**config.mk**
```make
export PLATFORM = sky130hd
export DESIGN_NAME = sys_bus_ctrl_flat
export DESIGN_NICKNAME = d
export VERILOG_FILES = /design/src/rtl/sys_bus_pkg.sv /design/src/rtl/sys_bus_if.sv /design/src/rtl/sys_bus_ctrl_uart_tx.sv /design/src/rtl/sys_bus_ctrl.sv /design/src/flat_wrapper.sv
export SDC_FILE = /design/constraint.sdc
export NUM_CORES = 1
export LEC_CHECK = 0
export CELL_PAD_IN_SITES_DETAIL_PLACEMENT = 1
export CELL_PAD_IN_SITES_GLOBAL_PLACEMENT = 1
export CORE_MARGIN = 2
export CORE_UTILIZATION = 27
export CTS_CLUSTER_SIZE = 25
export DETAILED_ROUTE_END_ITERATION = 10
export PLACE_DENSITY_LB_ADDON = 0.1
export REMOVE_ABC_BUFFERS = 1
export SYNTH_ARGS = -nofsm -noshare
export SYNTH_HDL_FRONTEND = slang
export SYNTH_HIERARCHICAL = 1
export SYNTH_SLANG_ARGS = --single-unit
```
**constraint.sdc**
```tcl
create_clock -name clk -period 4.7 [get_ports clk]
set_input_delay 0.94 -clock clk [delete_from_list [all_inputs] [get_ports clk]]
set_output_delay 0.94 -clock clk [all_outputs]
set_load 0.005 [all_outputs]
```
**src/rtl/sys_bus_pkg.sv**
```systemverilog
// rtl/sys_bus_pkg.sv - bus control encodings, address map, UART state type
// Shared by sys_bus_ctrl and uart_tx.
package sys_bus_pkg;

  localparam logic [2:0] RD_NONE = 3'b000;
  localparam logic [2:0] RD_LB   = 3'b001;
  localparam logic [2:0] RD_LBU  = 3'b010;
  localparam logic [2:0] RD_LH   = 3'b011;
  localparam logic [2:0] RD_LHU  = 3'b100;
  localparam logic [2:0] RD_LW   = 3'b101;
  localparam logic [2:0] RD_LWU  = 3'b110;
  localparam logic [2:0] RD_LD   = 3'b111;

  localparam logic [2:0] WR_NONE = 3'b000;
  localparam logic [2:0] WR_SB   = 3'b001;
  localparam logic [2:0] WR_SH   = 3'b010;
  localparam logic [2:0] WR_SW   = 3'b011;
  localparam logic [2:0] WR_SD   = 3'b100;

  localparam logic [63:0] UART_TXDATA  = 64'h0000_0000_1000_0000;
  localparam logic [63:0] UART_STATUS  = 64'h0000_0000_1000_0008;
  localparam logic [63:0] TIMER_BASE   = 64'h0000_0000_0200_0000;
  localparam logic [63:0] MTIMECMP_OFF = 64'h0000_0000_0000_4000;
  localparam logic [63:0] MTIME_OFF    = 64'h0000_0000_0000_BFF8;

  typedef enum logic [1:0] {
    UART_IDLE,
    UART_START,
    UART_DATA,
    UART_STOP
  } uart_state_t;

  // size is log2 of the access width in bytes
  function automatic logic misaligned(input logic [1:0] size, input logic [2:0] lane);
    case (size)
      2'd1:    misaligned = lane[0];
      2'd2:    misaligned = |lane[1:0];
      2'd3:    misaligned = |lane;
      default: misaligned = 1'b0;
    endcase
  endfunction

  function automatic logic [63:0] timer_merge(input logic [63:0] old, input logic [2:0] wr,
                                              input logic hi, input logic [63:0] din);
    timer_merge = old;
    if (wr == WR_SD) timer_merge = din;
    else if (hi)     timer_merge[63:32] = din[31:0];
    else             timer_merge[31:0] = din[31:0];
  endfunction

endpackage

```
**src/rtl/sys_bus_if.sv**
```systemverilog
// rtl/sys_bus_if.sv - CPU datapath to bus controller signal bundle
// master = CPU datapath, slave = sys_bus_ctrl.
interface sys_bus_if;
  logic [2:0]  bus_rd_ctrl;
  logic [2:0]  bus_wr_ctrl;
  logic [63:0] bus_addr;
  logic [63:0] bus_din;
  logic [63:0] bus_dout;
  logic        bus_err;

  modport master (output bus_rd_ctrl, bus_wr_ctrl, bus_addr, bus_din, input bus_dout, bus_err);
  modport slave  (input bus_rd_ctrl, bus_wr_ctrl, bus_addr, bus_din, output bus_dout, bus_err);
endinterface

```
**src/rtl/sys_bus_ctrl_uart_tx.sv**
```systemverilog
// rtl/sys_bus_ctrl_uart_tx.sv - 8N1 UART transmitter, LSB first
// Each of START, 8 DATA bits and STOP lasts CLKS_PER_BIT clocks.
module uart_tx
  import sys_bus_pkg::*;
#(
  parameter int CLKS_PER_BIT = 868
) (
  input  logic       clk,
  input  logic       rst,
  input  logic       start,
  input  logic [7:0] data,
  output logic       busy,
  output logic       txd
);
  localparam int BW = (CLKS_PER_BIT > 1) ? $clog2(CLKS_PER_BIT) : 1;

  uart_state_t   state, state_nx;
  logic [BW-1:0] baud, baud_nx;
  logic [2:0]    bit_idx, bit_nx;
  logic [7:0]    shreg, shreg_nx;
  logic          baud_done;

  always_ff @(posedge clk or negedge rst) begin
    if (!rst) begin
      state   <= UART_IDLE;
      baud    <= '0;
      bit_idx <= '0;
      shreg   <= '0;
    end else begin
      state   <= state_nx;
      baud    <= baud_nx;
      bit_idx <= bit_nx;
      shreg   <= shreg_nx;
    end
  end

  always_comb begin
    state_nx  = state;
    baud_nx   = baud;
    bit_nx    = bit_idx;
    shreg_nx  = shreg;
    baud_done = (baud == BW'(CLKS_PER_BIT - 1));
    if (state != UART_IDLE) baud_nx = baud_done ? '0 : baud + 1'b1;
    case (state)
      UART_IDLE: begin
        if (start) begin
          state_nx = UART_START;
          baud_nx  = '0;
          shreg_nx = data;
        end
      end
      UART_START: begin
        if (baud_done) begin
          state_nx = UART_DATA;
          bit_nx   = '0;
        end
      end
      UART_DATA: begin
        if (baud_done) begin
          shreg_nx = shreg >> 1;
          bit_nx   = bit_idx + 3'd1;
          if (bit_idx == 3'd7) state_nx = UART_STOP;
        end
      end
      UART_STOP: begin
        if (baud_done) state_nx = UART_IDLE;
      end
      default: state_nx = UART_IDLE;
    endcase
  end

  assign busy = (state != UART_IDLE);
  assign txd  = (state == UART_START) ? 1'b0 : (state == UART_DATA) ? shreg[0] : 1'b1;

endmodule

```
**src/rtl/sys_bus_ctrl.sv**
```systemverilog
// rtl/sys_bus_ctrl.sv - bus slave: address decode, load align/extend, store strobes, UART/timer MMIO
// Machine timer is built only when SYS_BUS_TIMER_EN is defined.
module sys_bus_ctrl
  import sys_bus_pkg::*;
#(
  parameter int RAM_ADDR_W   = 16,
  parameter int CLKS_PER_BIT = 868,
  parameter int TIMER_DIV    = 1
) (
  input  logic                  clk,
  input  logic                  rst,
  sys_bus_if.slave              bus,
  output logic [RAM_ADDR_W-4:0] ram_addr,
  output logic [63:0]           ram_wdata,
  output logic [7:0]            ram_wstrb,
  input  logic [63:0]           ram_rdata,
  output logic                  uart_txd,
  output logic                  timer_irq
);
  logic        wr_act, rd_act, err, we;
  logic [1:0]  size;
  logic [2:0]  lane;
  logic        hit_ram, hit_tx, hit_st, hit_cmp, hit_mtime;
  logic [63:0] rsrc, shifted;
  logic        uart_busy, overrun;
  logic [63:0] mtime, mtimecmp;

  assign lane     = bus.bus_addr[2:0];
  assign ram_addr = bus.bus_addr[RAM_ADDR_W-1:3];

  always_comb begin
    wr_act = 1'b1;
    size   = 2'd3;
    case (bus.bus_wr_ctrl)
      WR_SB:   size = 2'd0;
      WR_SH:   size = 2'd1;
      WR_SW:   size = 2'd2;
      WR_SD:   size = 2'd3;
      default: wr_act = 1'b0;
    endcase
    rd_act = !wr_act && (bus.bus_rd_ctrl != RD_NONE);
    if (!wr_act) begin
      case (bus.bus_rd_ctrl)
        RD_LB, RD_LBU: size = 2'd0;
        RD_LH, RD_LHU: size = 2'd1;
        RD_LW, RD_LWU: size = 2'd2;
        default:       size = 2'd3;
      endcase
    end
  end

  always_comb begin
    hit_ram = (bus.bus_addr[63:RAM_ADDR_W] == '0);
    hit_tx  = (bus.bus_addr[63:3] == UART_TXDATA[63:3]);
    hit_st  = (bus.bus_addr[63:3] == UART_STATUS[63:3]);
`ifdef SYS_BUS_TIMER_EN
    hit_cmp   = (bus.bus_addr[63:3] == 61'((TIMER_BASE + MTIMECMP_OFF) >> 3));
    hit_mtime = (bus.bus_addr[63:3] == 61'((TIMER_BASE + MTIME_OFF) >> 3));
`else
    hit_cmp   = 1'b0;
    hit_mtime = 1'b0;
`endif
    err = (wr_act || rd_act) &&
          (misaligned(size, lane) || !(hit_ram || hit_tx || hit_st || hit_cmp || hit_mtime));
    we  = wr_act && !err;
  end

  always_comb begin
    rsrc = '0;
    if (hit_ram)        rsrc = ram_rdata;
    else if (hit_st)    rsrc = {62'b0, overrun, uart_busy};
    else if (hit_cmp)   rsrc = mtimecmp;
    else if (hit_mtime) rsrc = mtime;
    shifted = rsrc >> {lane, 3'b000};

    bus.bus_err  = err;
    bus.bus_dout = '0;
    if (!wr_act && !rd_act) begin
      bus.bus_dout = {32'b0, bus.bus_addr[2] ? ram_rdata[63:32] : ram_rdata[31:0]};
    end else if (rd_act && !err) begin
      case (bus.bus_rd_ctrl)
        RD_LB:   bus.bus_dout = {{56{shifted[7]}}, shifted[7:0]};
        RD_LBU:  bus.bus_dout = {56'b0, shifted[7:0]};
        RD_LH:   bus.bus_dout = {{48{shifted[15]}}, shifted[15:0]};
        RD_LHU:  bus.bus_dout = {48'b0, shifted[15:0]};
        RD_LW:   bus.bus_dout = {{32{shifted[31]}}, shifted[31:0]};
        RD_LWU:  bus.bus_dout = {32'b0, shifted[31:0]};
        default: bus.bus_dout = shifted;
      endcase
    end
  end

  // Replication puts the store data into every lane; the strobe picks the real ones.
  always_comb begin
    case (bus.bus_wr_ctrl)
      WR_SB:   ram_wdata = {8{bus.bus_din[7:0]}};
      WR_SH:   ram_wdata = {4{bus.bus_din[15:0]}};
      WR_SW:   ram_wdata = {2{bus.bus_din[31:0]}};
      default: ram_wdata = bus.bus_din;
    endcase
    ram_wstrb = '0;
    if (we && hit_ram && rst) begin
      case (size)
        2'd0:    ram_wstrb = 8'h01 << lane;
        2'd1:    ram_wstrb = 8'h03 << lane;
        2'd2:    ram_wstrb = 8'h0F << lane;
        default: ram_wstrb = 8'hFF;
      endcase
    end
  end

  always_ff @(posedge clk or negedge rst) begin
    if (!rst)                           overrun <= 1'b0;
    else if (we && hit_st)              overrun <= 1'b0;
    else if (we && hit_tx && uart_busy) overrun <= 1'b1;
  end

  uart_tx #(.CLKS_PER_BIT(CLKS_PER_BIT)) u_uart_tx (
    .clk   (clk),
    .rst   (rst),
    .start (we && hit_tx && !uart_busy),
    .data  (bus.bus_din[7:0]),
    .busy  (uart_busy),
    .txd   (uart_txd)
  );

`ifdef SYS_BUS_TIMER_EN
  logic [31:0] prescale;
  logic        tick, tmr_wr;

  assign tick   = (prescale == 32'(TIMER_DIV - 1));
  assign tmr_wr = we && ((bus.bus_wr_ctrl == WR_SD) || (bus.bus_wr_ctrl == WR_SW));

  // A CPU write to mtime takes priority over the increment in the same cycle.
  always_ff @(posedge clk or negedge rst) begin
    if (!rst) begin
      prescale  <= '0;
      mtime     <= '0;
      mtimecmp  <= '1;
      timer_irq <= 1'b0;
    end else begin
      prescale  <= tick ? '0 : prescale + 32'd1;
      timer_irq <= (mtime >= mtimecmp);
      if (tmr_wr && hit_mtime) mtime <= timer_merge(mtime, bus.bus_wr_ctrl, bus.bus_addr[2], bus.bus_din);
      else if (tick)           mtime <= mtime + 64'd1;
      if (tmr_wr && hit_cmp)   mtimecmp <= timer_merge(mtimecmp, bus.bus_wr_ctrl, bus.bus_addr[2], bus.bus_din);
    end
  end
`else
  assign mtime     = '0;
  assign mtimecmp  = '1;
  assign timer_irq = 1'b0;
`endif

endmodule
```
**src/flat_wrapper.sv**
```systemverilog
// flat-port wrapper written by rule: the top's interface ports become plain ports
module sys_bus_ctrl_flat import sys_bus_pkg::*;
#(
  parameter int RAM_ADDR_W   = 16,
  parameter int CLKS_PER_BIT = 868,
  parameter int TIMER_DIV    = 1
)
  (clk, rst, ram_addr, ram_wdata, ram_wstrb, ram_rdata, uart_txd, timer_irq, bus_bus_rd_ctrl, bus_bus_wr_ctrl, bus_bus_addr, bus_bus_din, bus_bus_dout, bus_bus_err);
  sys_bus_if bus_i ();
  input  logic clk;
  input  logic rst;
  output logic [RAM_ADDR_W-4:0] ram_addr;
  output logic [63:0] ram_wdata;
  output logic [7:0] ram_wstrb;
  input  logic [63:0] ram_rdata;
  output logic uart_txd;
  output logic timer_irq;
  input wire logic [$bits(bus_i.bus_rd_ctrl)-1:0] bus_bus_rd_ctrl;
  input wire logic [$bits(bus_i.bus_wr_ctrl)-1:0] bus_bus_wr_ctrl;
  input wire logic [$bits(bus_i.bus_addr)-1:0] bus_bus_addr;
  input wire logic [$bits(bus_i.bus_din)-1:0] bus_bus_din;
  output wire logic [$bits(bus_i.bus_dout)-1:0] bus_bus_dout;
  output wire logic [$bits(bus_i.bus_err)-1:0] bus_bus_err;
  assign bus_i.bus_rd_ctrl = bus_bus_rd_ctrl;
  assign bus_i.bus_wr_ctrl = bus_bus_wr_ctrl;
  assign bus_i.bus_addr = bus_bus_addr;
  assign bus_i.bus_din = bus_bus_din;
  assign bus_bus_dout = bus_i.bus_dout;
  assign bus_bus_err = bus_i.bus_err;
  sys_bus_ctrl #(.RAM_ADDR_W(RAM_ADDR_W), .CLKS_PER_BIT(CLKS_PER_BIT), .TIMER_DIV(TIMER_DIV)) u_core (.clk(clk), .rst(rst), .bus(bus_i), .ram_addr(ram_addr), .ram_wdata(ram_wdata), .ram_wstrb(ram_wstrb), .ram_rdata(ram_rdata), .uart_txd(uart_txd), .timer_irq(timer_irq));
endmodule
```
== After elaboration in Yosys (flattened, before gate mapping) ==
Index checks and enable logic that the tools add are counted.

* Bits in registers: 24

* Reduce and logical (&&, ||, !) cells: 37
* Add/sub/neg operators: 2
* Shifts and indexed selects: 4
* Equal/unequal tests: 25
* Mux-type cells: 34

{| class="wikitable"
|+ Operator list
! operator !! count
|-
| 64-bit one-hot mux with 6 select lines || 1
|-
| 64-bit 2-to-1 mux || 3
|-
| 64-bit one-hot mux with 3 select lines || 1
|-
| 61-bit by 26-bit equality test with 1-bit output (second input constant) || 2
|-
| 64-bit by 6-bit right shift with 64-bit output || 1
|-
| 48-bit logical NOT || 1
|-
| 10-bit 2-to-1 mux || 4
|-
| 32-bit 2-to-1 mux || 1
|-
| 8-bit 2-to-1 mux || 3
|-
| 8-bit one-hot mux with 3 select lines || 1
|-
| 8-bit one-hot mux with 2 select lines || 1
|-
| 3-bit equality test (second input constant) || 5
|-
| 2-bit 2-to-1 mux || 7
|-
| 3-bit by 2-bit equality test with 1-bit output (second input constant) || 4
|-
| 2-bit one-hot mux with 3 select lines || 2
|-
| 1-bit logical AND || 11
|-
| 10-bit by 1-bit adder with 10-bit output (second input constant) || 1
|-
| 10-bit equality test (second input constant) || 1
|-
| 2-bit inequality test (second input constant) || 5
|-
| 2-bit equality test (second input constant) || 4
|-
| 2-bit one-hot mux with 4 select lines || 1
|-
| 2-bit nonzero test || 4
|-
| 2-bit OR reduction || 4
|-
| 1-bit by 3-bit left shift with 8-bit output (first input constant) || 1
|-
| other kinds (17) || 33
|}

== Depth between registers and ports, before layout ==
Gate-level depths: netlist (run 1).

* Word-level depth: 14
* Gate-level depth with buffers: 16
* Gate-level depth less buffers: 14

== Hierarchy ==
Netlist (run 1), hierarchy kept.

{| class="wikitable"
|+ Modules (own cells, without submodules)
! module !! sequential area each (sq um) !! area each (sq um) !! instances !! cells an instance
|-
| sys_bus_ctrl || 25.0 || 5162.5 || 1 || 796
|-
| uart_tx || 575.6 || 1333.8 || 1 || 122
|}

== Worst setup path before layout (run 1) ==
Ideal clock, no wire load.

* Path kind: input port to output port
* Start point: input port bus_bus_wr_ctrl[1]
* End point: output port bus_bus_dout[19]
* Path slack: 272 ps
* Arrival time: 3488 ps
* Stages: 14
* Path through: clkbuf_1 -> nor2b_1 -> clkbuf_1 -> nor2_1 -> o21ai_0 -> inv_1 -> ha_1 -> a211oi_1 -> nor4_2 -> nor3_2 -> nand3b_4 -> a211o_4 -> buf_6 -> o211ai_1

* Word-level cells in the longest chain between the ends: 12
* Elaborated cells on any way between the ends: 23
* Classes of those cells: eq/ne: 7; mux: 6; reduce/logical: 10

{| class="wikitable"
|+ RTL lines
! what !! RTL line !! text
|-
| start: declaration || flat_wrapper.sv:19 || <nowiki>input wire logic [$bits(bus_i.bus_wr_ctrl)-1:0] bus_bus_wr_ctrl;</nowiki>
|-
| 3-bit equality test, or another cell as far along || sys_bus_ctrl.sv:34 || <nowiki>case (bus.bus_wr_ctrl)</nowiki>
|-
| 4-bit OR reduction (no line) || - ||
|-
| 1-bit 2-to-1 mux || sys_bus_ctrl.sv:34 ||
|-
| 2-bit 2-to-1 mux || sys_bus_ctrl.sv:42 || <nowiki>if (!wr_act) begin</nowiki>
|-
| 2-bit equality test or 2-bit by 1-bit equality test with 1-bit output (tied branches) || sys_bus_pkg.sv:35 || <nowiki>case (size)</nowiki>
|-
| 1-bit one-hot mux with 3 select lines || sys_bus_pkg.sv:35 ||
|-
| 1-bit logical OR || sys_bus_ctrl.sv:64 || <nowiki>(misaligned(size, lane) || !(hit_ram || hit_tx || hit_st || hit_cmp || hit_mtime));</nowiki>
|-
| 1-bit logical AND || sys_bus_ctrl.sv:63 || <nowiki>err = (wr_act || rd_act) &&</nowiki>
|-
| 1-bit logical NOT || sys_bus_ctrl.sv:80 || <nowiki>end else if (rd_act && !err) begin</nowiki>
|-
| 1-bit logical AND || sys_bus_ctrl.sv:80 ||
|-
| 64-bit 2-to-1 mux || sys_bus_ctrl.sv:80 ||
|-
| 64-bit 2-to-1 mux * || sys_bus_ctrl.sv:78 || <nowiki>if (!wr_act && !rd_act) begin</nowiki>
|-
| end: declaration || flat_wrapper.sv:22 || <nowiki>output wire logic [$bits(bus_i.bus_dout)-1:0] bus_bus_dout;</nowiki>
|}

Mark *: on every way between the ends. The rest lies on a longest branch, timed or not.

== Worst setup path in the final report (run 1) ==
* Start point: input port bus_bus_addr[17]
* End point: output port bus_bus_dout[11]

* Word-level cells in the longest chain between the ends: 10
* Elaborated cells on any way between the ends: 15
* Classes of those cells: eq/ne: 2; shift: 1; mux: 4; reduce/logical: 8

{| class="wikitable"
|+ RTL lines
! what !! RTL line !! text
|-
| start: declaration || flat_wrapper.sv:20 || <nowiki>input wire logic [$bits(bus_i.bus_addr)-1:0] bus_bus_addr;</nowiki>
|-
| branches (longest 8 deep; another with 64-bit 2-to-1 mux) || - ||
|-
| 64-bit 2-to-1 mux * || sys_bus_ctrl.sv:80 ||
|-
| 64-bit 2-to-1 mux * || sys_bus_ctrl.sv:78 ||
|}

Mark *: on every way between the ends.

==> flow_metrics.env, run 1 <==
export IMPL_outcome="completed"
export IMPL_grt_usage_pct=26.4
export IMPL_netlist_area_um2=6500
export IMPL_synth_top_area_share_pct=12.0
export IMPL_nets=1497
export IMPL_netlist_instances=918
export IMPL_first_pass_iters=5
export IMPL_antenna_found_initial=0
export IMPL_cts_hold_buffers_added=0
export IMPL_gp_congestion=0.862
export IMPL_wl_mm=34.9
export IMPL_min_period_ns=4.64
export IMPL_synth_distinct_cells=72
export IMPL_ir_drop_mv=0.118
export IMPL_instances_no_fill=1602
export IMPL_wire_per_inst_um=21.8
export IMPL_die_w_um=159
export IMPL_wl_met1_mm=14.2
export IMPL_met3_wirelength_mm=2.44
export IMPL_num_rows=56
export IMPL_grt_pass1_wl_mm=54.4
export IMPL_drt_initial_drc_count=451
export IMPL_setup_viol=0
export IMPL_clock_root_buffer="clkbuf_16"
export IMPL_synth_area_per_cell_um2=7.08
export IMPL_via_per_inst=5.48
export IMPL_synth_fa_ha_area_share_pct=2.50
export IMPL_start_kind="input port"
export IMPL_seqCellArea_um2=601
export IMPL_synthXorXnorAreaFrac_pct=0.809
export IMPL_synth_area_leaders="mux2_2 12%, dfrtp_1 9.2%, a21oi_1 8.3%, mux2i_1 7.7%, nand2_1 5.2%"
export IMPL_portBuffers=350
export IMPL_crit_fanout=13
export IMPL_power_mw=1.31
export IMPL_crit_type="input port to output port"
export IMPL_cp_end_kind="output port"
export IMPL_cp_data_required_time_ns=3.76
export IMPL_grt_pass1_vias=9364
export IMPL_h_tree_depth=1
export IMPL_numCtsBuffers=3
export IMPL_cts_tree="built"
export IMPL_cts_clk_slew_worst_paths_ns=0.06
export IMPL_grt_setup_unrepaired="true"
export IMPL_core_um2=23500
export IMPL_ios=352
export IMPL_maxCapViolCount=0
export IMPL_slew_viol_final=0
export IMPL_synth_warning_count=6
export IMPL_dieArea_um2=25300
export IMPL_synth_top_family_by_area="compound AO/OA/AOI/OAI gates"
export IMPL_antenna_left=0
export IMPL_drc=0
export IMPL_synth_compound_area_share_pct=27.0
export IMPL_tightestPinTransition_ns=0.599
export IMPL_slowest_stage="or4_4"
export IMPL_placed_cells=1576
export IMPL_clockBufferDepth=2
export IMPL_overflow=0
export IMPL_period_share_pct=98.7
export IMPL_fin_worst_skew_ns=0.00403
export IMPL_synth_simple_area_share_pct=25.5
export IMPL_initial_utilization_pct=27.6
export IMPL_area_growth_pct=70.5
export IMPL_clock_fmax_mhz=216
export IMPL_grt_max_degree=59
export IMPL_min_delay_path_class="flip-flop to flip-flop"
export IMPL_synth_top_area_cell="mux2_2"
export IMPL_final_layout_size_suffix_gt1_share_pct=21.6
export IMPL_power_leakage_nw=4.99
export IMPL_synth_yosys_seq_area_share_pct=9.24
export IMPL_nFillCells=2921
export IMPL_cp_cell_sequence="clkdlybuf4s50_1 -> or4_4 -> buf_4 -> nor3_2 -> nand4_2 -> buf_12 -> nor3_2 -> buf_4 -> a21oi_1 -> o21ai_1 -> clkdlybuf4s15_1"
export IMPL_vias=8771
export IMPL_clock_sinks=24
export IMPL_insertion_delay_ns=0.26
export IMPL_die_h_um=159
export IMPL_ys_async_sr_fraction_pct=100
export IMPL_max_stage_delay_ns=0.54
export IMPL_final_hold_viol_count=0
export IMPL_wl_met2_mm=17.8
export IMPL_synth_edf_count=0
export IMPL_diodes=0
export IMPL_place_detailed_hpwl_mm=26.9
export IMPL_ys_flop_type="dfrtp_1"
export IMPL_pwr_density_cell_nw_per_um2=118
export IMPL_arrival_ns=3.70
export IMPL_multiInputGateArea_um2=5440
export IMPL_synthMuxAreaShare_pct=25.1
export IMPL_highest_layer="met4"
export IMPL_relSlewSlack_pct=60.1
export IMPL_synth_seq_cells=24
-- through the flow --
stage               util [%]  TNS, ns  setup slack [ns]  hold slack (ns)  instance area, µm²
CTS                     46.2        0           0.00443            0.517               10900
floorplan                  -   -0.745            -0.117            0.470                5960
detailed placement      45.0   -36.19            -0.653            0.491               10600
finish                  47.1        0            0.0604            0.519               11100
global placement        45.0   -26.38            -0.515            0.490               10600
global route            47.1   -0.241           -0.0406            0.538               11100
-- cell families (layout without fill, tap and decap cells) --
group	Yosys count	count (layout)
DFF	24	24
muxes	137	137
other	1	1
xor gates and xnor gates	6	6
adders and majority gates	13	13
AOI/OAI and AO/OA	285	286
buffers and inverters	128	492
and+or+nand+nor	324	324
-- routing by layer --
layer	track usage [%]	vias to the layer above
met5	0	-
met4	4.09	0
met3	5.26	39
met2	48.9	363
met1	32.1	4257
li1	-	4112
-- cell type report --
type | instances | area share (%)
inverters | 26 | 0.881
clock buffers | 3 | 0.678
well taps | 319 | 3.60
clock inverters | 1 | 0.271
multi-input cells | 767 | 49.1
repair buffers | 462 | 40.1
flip-flops and latches | 24 | 5.42
-- critical path: cells and delay by family --
family,cells,cell delay [ns]
buf+inv,5,1.24
simple gates,4,1.33
compound gates,2,0.17
-- cells in the final DEF, fill, tap and decap left out, drive strengths merged, types with 18 or more instances in the layout --
cell type / instances
nor3: 62
dlymetal6s2s: 26
o21ai: 57
o211ai: 19
a21oi: 108
clkdlybuf4s50: 282
a22oi: 33
nor2: 67
o22ai: 25
nand2: 90
nor2b: 23
dlygate4sd2: 18
mux2: 76
buf: 126
mux2i: 50
dfrtp: 24
inv: 25
-- final timing paths --
check,slack [ns],from,to,cells after the start
max,0.06,bus_bus_addr[17],bus_bus_dout[11],11
min,0.52,u_core/u_uart_tx/shreg[5],u_core/u_uart_tx/shreg[5],1
max reg2reg,2.17,u_core/u_uart_tx/state[1],u_core/u_uart_tx/shreg[4],9
min reg2reg,0.52,u_core/u_uart_tx/shreg[5],u_core/u_uart_tx/shreg[5],1
max in group asynchronous,3.23,rst,u_core/u_uart_tx/baud[7],2
min in group asynchronous,1.22,rst,u_core/u_uart_tx/shreg[2],2
-- flip-flops by register name (all words and copies together) (netlist names) --
signal / cells
u_core/u_uart_tx/state: 2
u_core/u_uart_tx/baud: 10
u_core/u_uart_tx/bit_idx: 3
u_core/u_uart_tx/shreg: 8
u_core/overrun: 1
-- power by group --
| part | internal [mW] | switching, mW |
|---|---|---|
| registers | 0.207 | 0.0000641 |
| clock network | 0.169 | 0.0744 |
| logic | 0.462 | 0.396 |
-- Yosys cell counts (all sizes together) (2+ instances only) --
master   number
xnor2         3
nor2         67
a211oi        4
or3           2
and3         13
nand3b        2
o22ai        25
o211ai       19
nand3        12
nand2b       12
ha           13
a31oi         9
a21oi       108
clkbuf       42
and4          2
or4           3
nand4         5
o21a          2
mux2i        50
nor3         62
inv          25
nand4b        2
o2bb2ai       2
nor4         15
a32o          5
buf          60
o21ai        57
or2           7
xor2          3
nor2b        23
a221o         2
nand2        90
a22oi        33
a211o         2
and2          3
mux2         76
dfrtp        24
a21o          5
o31a          2
mux4         11
a32oi         2
a22o          4
-- repair_timing --
action / CTS / global route
buffers inserted: 16 / 6
endpoints found under the setup margin: 73 / 62
pin swaps: 18 / 18
cloned: 1 / 0
resized for setup: 79 / 75
Power figures use the tool's default switching activity.
==> run 2: changes to the inputs <==
Settings changed: GPL_TIMING_DRIVEN set to 1.
==> results of run 2 <==
No change in the layout: final DEF, timing and power equal those of run 1.
==> run 3: changes to the inputs <==
Settings changed: CORE_ASPECT_RATIO set to 1.25.
==> flow_metrics.env, run 3 (synthesis results as in run 1) <==
export IMPL_first_pass_iters=4
export IMPL_num_rows=63
export IMPL_numCtsBuffers=3
export IMPL_clock_root_buffer="clkbuf_16"
export IMPL_ios=352
export IMPL_grt_pass1_vias=9278
export IMPL_min_period_ns=4.62
export IMPL_min_delay_path_class="flip-flop to flip-flop"
export IMPL_cp_data_required_time_ns=3.76
export IMPL_multiInputGateArea_um2=5520
export IMPL_tightestPinTransition_ns=0.840
export IMPL_grt_pass1_wl_mm=53.2
export IMPL_clockBufferDepth=2
export IMPL_clock_fmax_mhz=216
export IMPL_largest_register="u_core/u_uart_tx/baud"
export IMPL_cp_end_kind="output port"
export IMPL_seqCellArea_um2=601
export IMPL_initial_utilization_pct=27.5
export IMPL_outcome="completed"
export IMPL_antenna_found_initial=3
export IMPL_crit_type="input port to output port"
export IMPL_wl_mm=35.0
export IMPL_gp_congestion=0.878
export IMPL_final_layout_size_suffix_gt1_share_pct=22.2
export IMPL_cts_hold_buffers_added=0
export IMPL_slew_viol_final=0
export IMPL_grt_usage_pct=26.8
export IMPL_placed_cells=1545
export IMPL_instances_no_fill=1574
export IMPL_place_detailed_hpwl_mm=27.0
export IMPL_die_w_um=143
export IMPL_pwr_density_cell_nw_per_um2=117
export IMPL_arrival_ns=3.68
export IMPL_final_common_cell="clkdlybuf4s50_1"
export IMPL_die_h_um=177
export IMPL_setup_viol=0
export IMPL_reg_top3="u_core/u_uart_tx/baud (10), u_core/u_uart_tx/shreg (8), u_core/u_uart_tx/bit_idx (3)"
export IMPL_final_hold_viol_count=0
export IMPL_power_leakage_nw=4.62
export IMPL_vias=8745
export IMPL_clock_sinks=24
export IMPL_via_per_inst=5.56
export IMPL_portBuffers=350
export IMPL_wire_per_inst_um=22.2
export IMPL_h_tree_depth=1
export IMPL_start_kind="input port"
export IMPL_fin_worst_skew_ns=0.00111
export IMPL_area_growth_pct=69.1
export IMPL_insertion_delay_ns=0.26
export IMPL_largest_reg_flops=10
export IMPL_maxCapViolCount=0
export IMPL_crit_fanout=5
export IMPL_cts_clk_slew_worst_paths_ns=0.06
export IMPL_power_mw=1.28
export IMPL_period_share_pct=98.3
export IMPL_grt_max_degree=51
export IMPL_relSlewSlack_pct=43.8
export IMPL_overflow=0
export IMPL_antenna_left=0
export IMPL_drc=0
export IMPL_layout_common_cells="284 x clkdlybuf4s50_1, 105 x a21oi_1, 97 x buf_4, 88 x nand2_1, 69 x mux2_2"
export IMPL_final_util_pct=46.4
export IMPL_ir_drop_mv=0.153
export IMPL_nets=1495
export IMPL_cts_tree="built"
export IMPL_dieArea_um2=25300
export IMPL_setup_tns_ns=0
export IMPL_hold_slack_ns=0.510
export IMPL_drt_initial_drc_count=434
export IMPL_core_um2=23600
export IMPL_nFillCells=2886
## run 3: final cells by class
cell class | instances | share of cell area (%)
Timing Repair Buffer | 460 | 39.3
Clock buffer | 4 | 0.809
Antenna cell | 1 | 0.0228
Multi-Input combinational cell | 767 | 50.2
Tap cell | 292 | 3.33
Inverter | 26 | 0.889
Sequential cell | 24 | 5.47
## run 3: final timing paths
path | startpoint | end | slack, ns | cells past startpoint
max in group asynchronous | rst | u_core/u_uart_tx/baud[5] | 3.18 | 2
max | bus_bus_rd_ctrl[1] | bus_bus_dout[4] | 0.08 | 14
min | u_core/u_uart_tx/shreg[6] | u_core/u_uart_tx/shreg[6] | 0.51 | 1
min in group asynchronous | rst | u_core/u_uart_tx/shreg[4] | 1.28 | 2
min reg2reg | u_core/u_uart_tx/shreg[6] | u_core/u_uart_tx/shreg[6] | 0.51 | 1
max reg2reg | u_core/u_uart_tx/state[0] | u_core/u_uart_tx/shreg[2] | 2.19 | 8
## run 3: metrics by stage
step / worst slack [ns] / area [µm²]
floorplan: -0.117 / 5960
global placement: -0.492 / 10600
detailed placement: -0.692 / 10600
CTS: 0.00302 / 10900
global route: -0.0215 / 11000
finish: 0.0798 / 11000
## run 3: power breakdown
part           switching (mW)  internal [mW]  total, mW
Combinational           0.406          0.463      0.870
Clock                  0.0760          0.130      0.206
Sequential          0.0000645          0.207      0.207
Total                   0.482          0.800       1.28
## run 3: worst max-delay path, stage by stage
cell and delay, ns:
clkbuf_2 0.12, nor2_4 0.05, xor2_2 0.17, o21a_1 0.17
a221o_2 0.38, ha_4 0.21, a211oi_4 0.24, nor4_4 0.05
buf_4 0.17, nor3_4 0.14, nand3b_4 0.14, buf_4 0.19
o22ai_1 0.16, clkdlybuf4s50_1 0.54
## run 3: routing by layer
| metal | vias to the layer above | global-route usage (%) | share of wire (%) |
|---|---|---|---|
| met5 | - | 0 | 0.060 |
| met4 | 4 | 7.55 | 3.0 |
| met3 | 54 | 5.02 | 6.3 |
| met2 | 304 | 50.0 | 51 |
| met1 | 4270 | 30.8 | 40 |
| li1 | 4113 | - | - |
## run 3: repair_timing
action                                  4_1_cts  5_1_grt
cloned                                        2        0
buffers inserted                             17        6
endpoints found under the setup margin       73       63
pin swaps                                    19        8
endpoints found under the hold margin         0        0
gates resized for setup                     124       43
